**src/rtl/ram_select_sequencer_if.sv**
```systemverilog
// Bus bundle for ram_select_sequencer: request capture inputs, beat gating inputs
// and the row-select / status outputs.
interface ram_select_sequencer_if #(
  parameter int ADDR_W = 8,
  parameter int LEN_W  = 4
);
  logic                   start;
  logic [ADDR_W-1:0]      adress;
  logic [LEN_W-1:0]       burst_len;
  logic [1:0]             mode;
  logic                   enram;
  logic                   stall;
  logic [2**ADDR_W-1:0]   selectList;
  logic [ADDR_W-1:0]      cur_addr;
  logic                   beat_valid;
  logic                   busy;
  logic                   done;

  modport master (
    output start, adress, burst_len, mode, enram, stall,
    input  selectList, cur_addr, beat_valid, busy, done
  );

  modport slave (
    input  start, adress, burst_len, mode, enram, stall,
    output selectList, cur_addr, beat_valid, busy, done
  );
endinterface

```
**src/rtl/ram_select_sequencer.sv**
```systemverilog
// Walks a one-hot RAM row select over a single, incrementing or decrementing
// burst; enram gates the row select and, with stall, holds the current beat.
module ram_select_sequencer #(
  parameter int ADDR_W = 8,
  parameter int LEN_W  = 4
) (
  input  logic                  clk,
  input  logic                  rst_n,
  ram_select_sequencer_if.slave bus
);
  localparam int ROWS = 2**ADDR_W;
  localparam logic [ADDR_W-1:0] ADDR_ONE = {{(ADDR_W-1){1'b0}}, 1'b1};
  localparam logic [LEN_W-1:0]  CNT_ONE  = {{(LEN_W-1){1'b0}}, 1'b1};

  typedef enum logic [1:0] {
    IDLE   = 2'd0,
    ACTIVE = 2'd1,
    DONE   = 2'd2
  } state_t;

  state_t            state_q;
  logic [ADDR_W-1:0] addr_q;
  logic [LEN_W-1:0]  cnt_q;
  logic [1:0]        mode_q;
  logic [ROWS-1:0]   sel_q;
  logic              busy_q;
  logic              done_q;

  logic              advance_d;
  logic [ADDR_W-1:0] addr_d;

  function automatic logic [ROWS-1:0] onehot(input logic [ADDR_W-1:0] a);
    logic [ROWS-1:0] v;
    v    = '0;
    v[a] = 1'b1;
    return v;
  endfunction

  // Advance qualifier and the address of the following beat (modulo 2**ADDR_W).
  always_comb begin
    advance_d = (state_q == ACTIVE) && bus.enram && !bus.stall;
    case (mode_q)
      2'b01:   addr_d = addr_q + ADDR_ONE;
      2'b10:   addr_d = addr_q - ADDR_ONE;
      default: addr_d = addr_q;
    endcase
  end

  // Sequencer FSM; sel_q tracks one-hot(cur_addr) only while a beat is pending.
  always_ff @(posedge clk) begin
    if (!rst_n) begin
      state_q <= IDLE;
      addr_q  <= '0;
      cnt_q   <= '0;
      mode_q  <= 2'b00;
      sel_q   <= '0;
      busy_q  <= 1'b0;
      done_q  <= 1'b0;
    end else begin
      case (state_q)
        IDLE: begin
          if (bus.start) begin
            addr_q  <= bus.adress;
            mode_q  <= bus.mode;
            cnt_q   <= (bus.mode == 2'b01 || bus.mode == 2'b10) ? bus.burst_len : '0;
            sel_q   <= onehot(bus.adress);
            busy_q  <= 1'b1;
            state_q <= ACTIVE;
          end
        end
        ACTIVE: begin
          if (advance_d) begin
            if (cnt_q == '0) begin
              sel_q   <= '0;
              done_q  <= 1'b1;
              state_q <= DONE;
            end else begin
              addr_q <= addr_d;
              sel_q  <= onehot(addr_d);
              cnt_q  <= cnt_q - CNT_ONE;
            end
          end
        end
        DONE: begin
          done_q  <= 1'b0;
          busy_q  <= 1'b0;
          state_q <= IDLE;
        end
        default: begin
          sel_q   <= '0;
          busy_q  <= 1'b0;
          done_q  <= 1'b0;
          state_q <= IDLE;
        end
      endcase
    end
  end

  assign bus.selectList = bus.enram ? sel_q : '0;
  assign bus.beat_valid = advance_d;
  assign bus.cur_addr   = addr_q;
  assign bus.busy       = busy_q;
  assign bus.done       = done_q;
endmodule

```
**src/flat_wrapper.sv**
```systemverilog
// flat-port wrapper written by rule: the top's interface ports become plain ports
module ram_select_sequencer_flat 
#(
  parameter int ADDR_W = 8,
  parameter int LEN_W  = 4
)
  (clk, rst_n, bus_start, bus_adress, bus_burst_len, bus_mode, bus_enram, bus_stall, bus_selectList, bus_cur_addr, bus_beat_valid, bus_busy, bus_done);
  ram_select_sequencer_if #(.ADDR_W(ADDR_W), .LEN_W(LEN_W)) bus_i ();
  input  logic clk;
  input  logic rst_n;
  input wire logic [$bits(bus_i.start)-1:0] bus_start;
  input wire logic [$bits(bus_i.adress)-1:0] bus_adress;
  input wire logic [$bits(bus_i.burst_len)-1:0] bus_burst_len;
  input wire logic [$bits(bus_i.mode)-1:0] bus_mode;
  input wire logic [$bits(bus_i.enram)-1:0] bus_enram;
  input wire logic [$bits(bus_i.stall)-1:0] bus_stall;
  output wire logic [$bits(bus_i.selectList)-1:0] bus_selectList;
  output wire logic [$bits(bus_i.cur_addr)-1:0] bus_cur_addr;
  output wire logic [$bits(bus_i.beat_valid)-1:0] bus_beat_valid;
  output wire logic [$bits(bus_i.busy)-1:0] bus_busy;
  output wire logic [$bits(bus_i.done)-1:0] bus_done;
  assign bus_i.start = bus_start;
  assign bus_i.adress = bus_adress;
  assign bus_i.burst_len = bus_burst_len;
  assign bus_i.mode = bus_mode;
  assign bus_i.enram = bus_enram;
  assign bus_i.stall = bus_stall;
  assign bus_selectList = bus_i.selectList;
  assign bus_cur_addr = bus_i.cur_addr;
  assign bus_beat_valid = bus_i.beat_valid;
  assign bus_busy = bus_i.busy;
  assign bus_done = bus_i.done;
  ram_select_sequencer #(.ADDR_W(ADDR_W), .LEN_W(LEN_W)) u_core (.clk(clk), .rst_n(rst_n), .bus(bus_i));
endmodule
```
**config.mk**
```make
export PLATFORM = sky130hd
export DESIGN_NAME = ram_select_sequencer_flat
export DESIGN_NICKNAME = d
export VERILOG_FILES = /design/src/rtl/ram_select_sequencer_if.sv /design/src/rtl/ram_select_sequencer.sv /design/src/flat_wrapper.sv
export SDC_FILE = /design/constraint.sdc
export NUM_CORES = 1
export LEC_CHECK = 0
export ABC_AREA = 1
export CORE_MARGIN = 8
export CORE_UTILIZATION = 40
export CTS_CLUSTER_SIZE = 16
export DETAILED_ROUTE_END_ITERATION = 10
export DONT_BUFFER_PORTS = 1
export PLACE_DENSITY = 0.6
export SLEW_MARGIN = 20
export SYNTH_ARGS = -nofsm -noshare
export SYNTH_HDL_FRONTEND = slang
export SYNTH_SLANG_ARGS = --single-unit
export TNS_END_PERCENT = 10
```
**constraint.sdc**
```tcl
create_clock -name clk -period 5.6 [get_ports clk]
set_clock_uncertainty 0.05 [all_clocks]
set_input_delay 1.12 -clock clk [delete_from_list [all_inputs] [get_ports clk]]
set_output_delay 1.12 -clock clk [all_outputs]
set_load 0.1 [all_outputs]
```
==> metrics.txt <==
status=completed; average cell area after synthesis=~5.7 µm²; beginning of the worst hold path=u_core.sel_q[91]; Initial Util=between 40% and 50%; Critical R2R Launch=u_core.bus.cur_addr[4]; first-pass GRT wire length=100 mm; cts repair resizes=0; worst r2r dst=u_core.sel_q[222]; Clock Sink Count=roughly 270; TNS Setup=0 ns; routability cong.=between 0.9 and 1; leakage power=9.13 nW; Via Count=between 15000 and 20000; CTS tree=yes; f_max=248 MHz; Synth Warn #=0; Mapped Nets=between 2000 and 3000; R2R depth=15; clock-pin transition on the worst setup and hold timing paths=around 0.06 ns; post-route minimum period=about 4.0 ns; Cell Area, Synth=16500 µm²; Rows=74; worst slew pin tran=between 1 and 1.5 ns; Critical-path top delay cell=dfxtp_1; Max Slew Vio Count=0; sequential-to-total area share from yosys stat=around 33%; max_cap viols=0; Root Buffer=clkbuf_16; layout cells sized above 1=roughly 6.2%; commonest non-fill, non-tap cell in the layout=nand2_1; Clock Latency Late Sink=0.55 ns; Setup crit end=u_core.sel_q[222]; antenna-violating nets left=0; post-layout util=a little over two fifths; crit-path max cell delay=1.04 ns; worst path bufs/invs=2; reg2reg setup slack=about 1.6 ns; pre-CTS setup slack=1.64 ns; nets=~2800; internal power=around 3.6 mW; CP delay by family, top=simple AND/OR/NAND/NOR gates; critical path arrival=between 4 and 5 ns; GR Overflow Total=0; Final setup violation count=0; Top cell by count, worst path=nand2_1; Critical Path, Cell by Cell=inv_1 > nand2_1 > nand2_1 > nor2_1 > nand3_1 > nand2_1 > nand2_1 > nand3_1 > nand2_2 > nor2_4 > buf_4 > nand3_1 > nand2_1 > nand2_1 > a21oi_1; switch share=about 34%; initial antenna violation count=0; cts bufs inserted=35; Worst Setup Start Kind=flip-flop; Die H=approximately 220 µm; Clock power frac=~43%; port bufs=0; vias in the first global route=around 17000; largest net degree at the start of global routing=about 260; Max clock buf depth=3; power density over the cells=308 nW/µm²; period utilization=~70%; Distinct cells, synth=29; Setup CP Type=flip-flop to flip-flop; DR vias/cell=5.42; die width=about 220 µm; final hold viol count=0; Post-Route WL=66.3 mm; Pre-antenna DRT Iters=6; WL/cell=20.1 µm; core area=a little over 40000 µm²; peak supply drop=roughly 150 µV; Rel. slew slack=a little under a fifth; Crit Path Max Fanout=33; Hold Crit Class=flip-flop to flip-flop; DRC=0; cell count along the critical path=15; RSZ-0062 raised after global routing=false; synthesized flop and latch total=~270; worst setup path startpoint=u_core.bus.cur_addr[4]; I/O pin total=around 290; Hold Buf Count CTS=0; Post-DP HPWL=about 43 mm; Ant. Diodes=0; total setup buffers inserted after CTS=0; die footprint=just under 50000 µm²; cell count after synthesis=2885; switching pwr=~1.9 mW; PnR worst setup slack=1.56 ns; register share of total power=a little over a third; area grow syn2layout=8.11%; most frequent cells in the layout=1363 x nand2_1, 303 x inv_1, 282 x nand3_1, 274 x a21oi_1, 274 x dfxtp_1; fillers=between 4000 and 5000; Comb power frac=roughly 20%; H-tree levels=2; Iteration-0 DRC Markers=roughly 1900; crit end category=flip-flop; Total GRT Usage=26.7%; worst endpoint required time=about 6.0 ns
## routing by layer
metal	vias to the layer above	part of all wire, %	global-route usage (%)
met3	189	7.4	3.88
met1	8314	42	34.3
met4	0	5.2	14.1
li1	8559	-	-
met5	-	0	0
met2	823	45	43.0
## tightest hold or removal path, stage by stage, from the launching register on
cell and delay [ns]:
dfxtp_1 0.31, nand2_1 0.06, a21oi_1 0.05
## kinds of logic (layout without fill, tap and decap cells)
family                   Yosys count  after routing  synth area share [%]
buffers and inverters            530            413                  13.4
XOR/XNOR                           4              4                 0.212
AO/OA/AOI/OAI                    302            302                  9.28
flip-flops                       274            274                  33.2
AND/OR/NAND/NOR                 1771           1771                  43.6
adder cells (fa/ha/maj)            4              4                 0.303
## power groups by stage
stage	Clock, mW	Sequential [mW]	Combinational, mW
after detailed placement	0	2.06	1.07
after CTS	2.42	2.02	1.07
after global routing	2.50	2.02	1.17
after global placement	0	2.06	1.05
final	2.39	2.02	1.10
after floorplan	0	2.10	0.842
## registers in the layout (all words and copies together) (netlist names)
| register | flops |
|---|---|
| u_core.mode_q | 2 |
| u_core.state_q | 2 |
| u_core.bus.done | 1 |
| u_core.cnt_q | 4 |
| u_core.bus.busy | 1 |
| u_core.sel_q | 256 |
| u_core.bus.cur_addr | 8 |
## through the flow
| step | total power, mW | instance area [µm²] | hold slack, ns | instances |
|---|---|---|---|---|
| after floorplan | 2.94 | 16500 | 0.395 | 2885 |
| after global placement | 3.11 | 16600 | 0.405 | 3239 |
| after detailed placement | 3.12 | 16600 | 0.406 | 3239 |
| after CTS | 5.51 | 17800 | 0.416 | 3298 |
| after global routing | 5.69 | 17900 | 0.430 | 3300 |
| final | 5.51 | 17900 | 0.414 | 3300 |
## synthesized netlist by cell type
| master | instances | area, µm² |
|---|---|---|
| nand2_1 | 1363 | 5120 |
| inv_1 | 305 | 1140 |
| nand3_1 | 282 | 1410 |
| a21oi_1 | 275 | 1380 |
| dfxtp_1 | 274 | 5490 |
| clkbuf_1 | 131 | 492 |
| nor2_1 | 72 | 270 |
| buf_2 | 60 | 300 |
| nor2_2 | 17 | 106 |
| o21ai_0 | 15 | 75.1 |
| buf_6 | 13 | 146 |
| buf_4 | 12 | 90.1 |
| nor3_1 | 10 | 50.1 |
| nand2_2 | 9 | 56.3 |
| inv_2 | 6 | 22.5 |
| nor2_4 | 6 | 67.6 |
| a221oi_1 | 4 | 35.0 |
| a31oi_1 | 4 | 25.0 |
| ha_1 | 4 | 50.1 |
| nand3_2 | 4 | 40.0 |
| or2_2 | 4 | 25.0 |
| nor2_8 | 3 | 60.1 |
| xor2_1 | 3 | 26.3 |
| clkinv_1 | 2 | 7.51 |
| o21ai_1 | 2 | 10.0 |
| o22ai_1 | 2 | 12.5 |
| buf_1 | 1 | 3.75 |
| nor4_1 | 1 | 6.26 |
| xnor2_1 | 1 | 8.76 |
## how the worst min path moves through the flow
stage                   endpoint  slack, ns  cells after the start
2_1_floorplan  u_core.sel_q[187]       0.39                      2
3_3_place_gp   u_core.sel_q[225]       0.40                      2
3_5_place_dp   u_core.sel_q[154]       0.41                      2
4_1_cts        u_core.sel_q[154]       0.42                      2
5_1_grt        u_core.sel_q[226]       0.43                      2
6_report        u_core.sel_q[91]       0.41                      2
## layout make-up
type / instances / area (µm²) / share of cell area, %
flip-flops and latches: 274 / 5490 / 30.7
inverters: 313 / 1190 / 6.66
clock buffers: 49 / 1040 / 5.83
clock inverters: 10 / 161 / 0.904
multi-input cells: 2081 / 8940 / 50.1
repair buffers: 41 / 373 / 2.09
well taps: 532 / 666 / 3.73
Note: power is estimated with default switching activity, not from simulation.
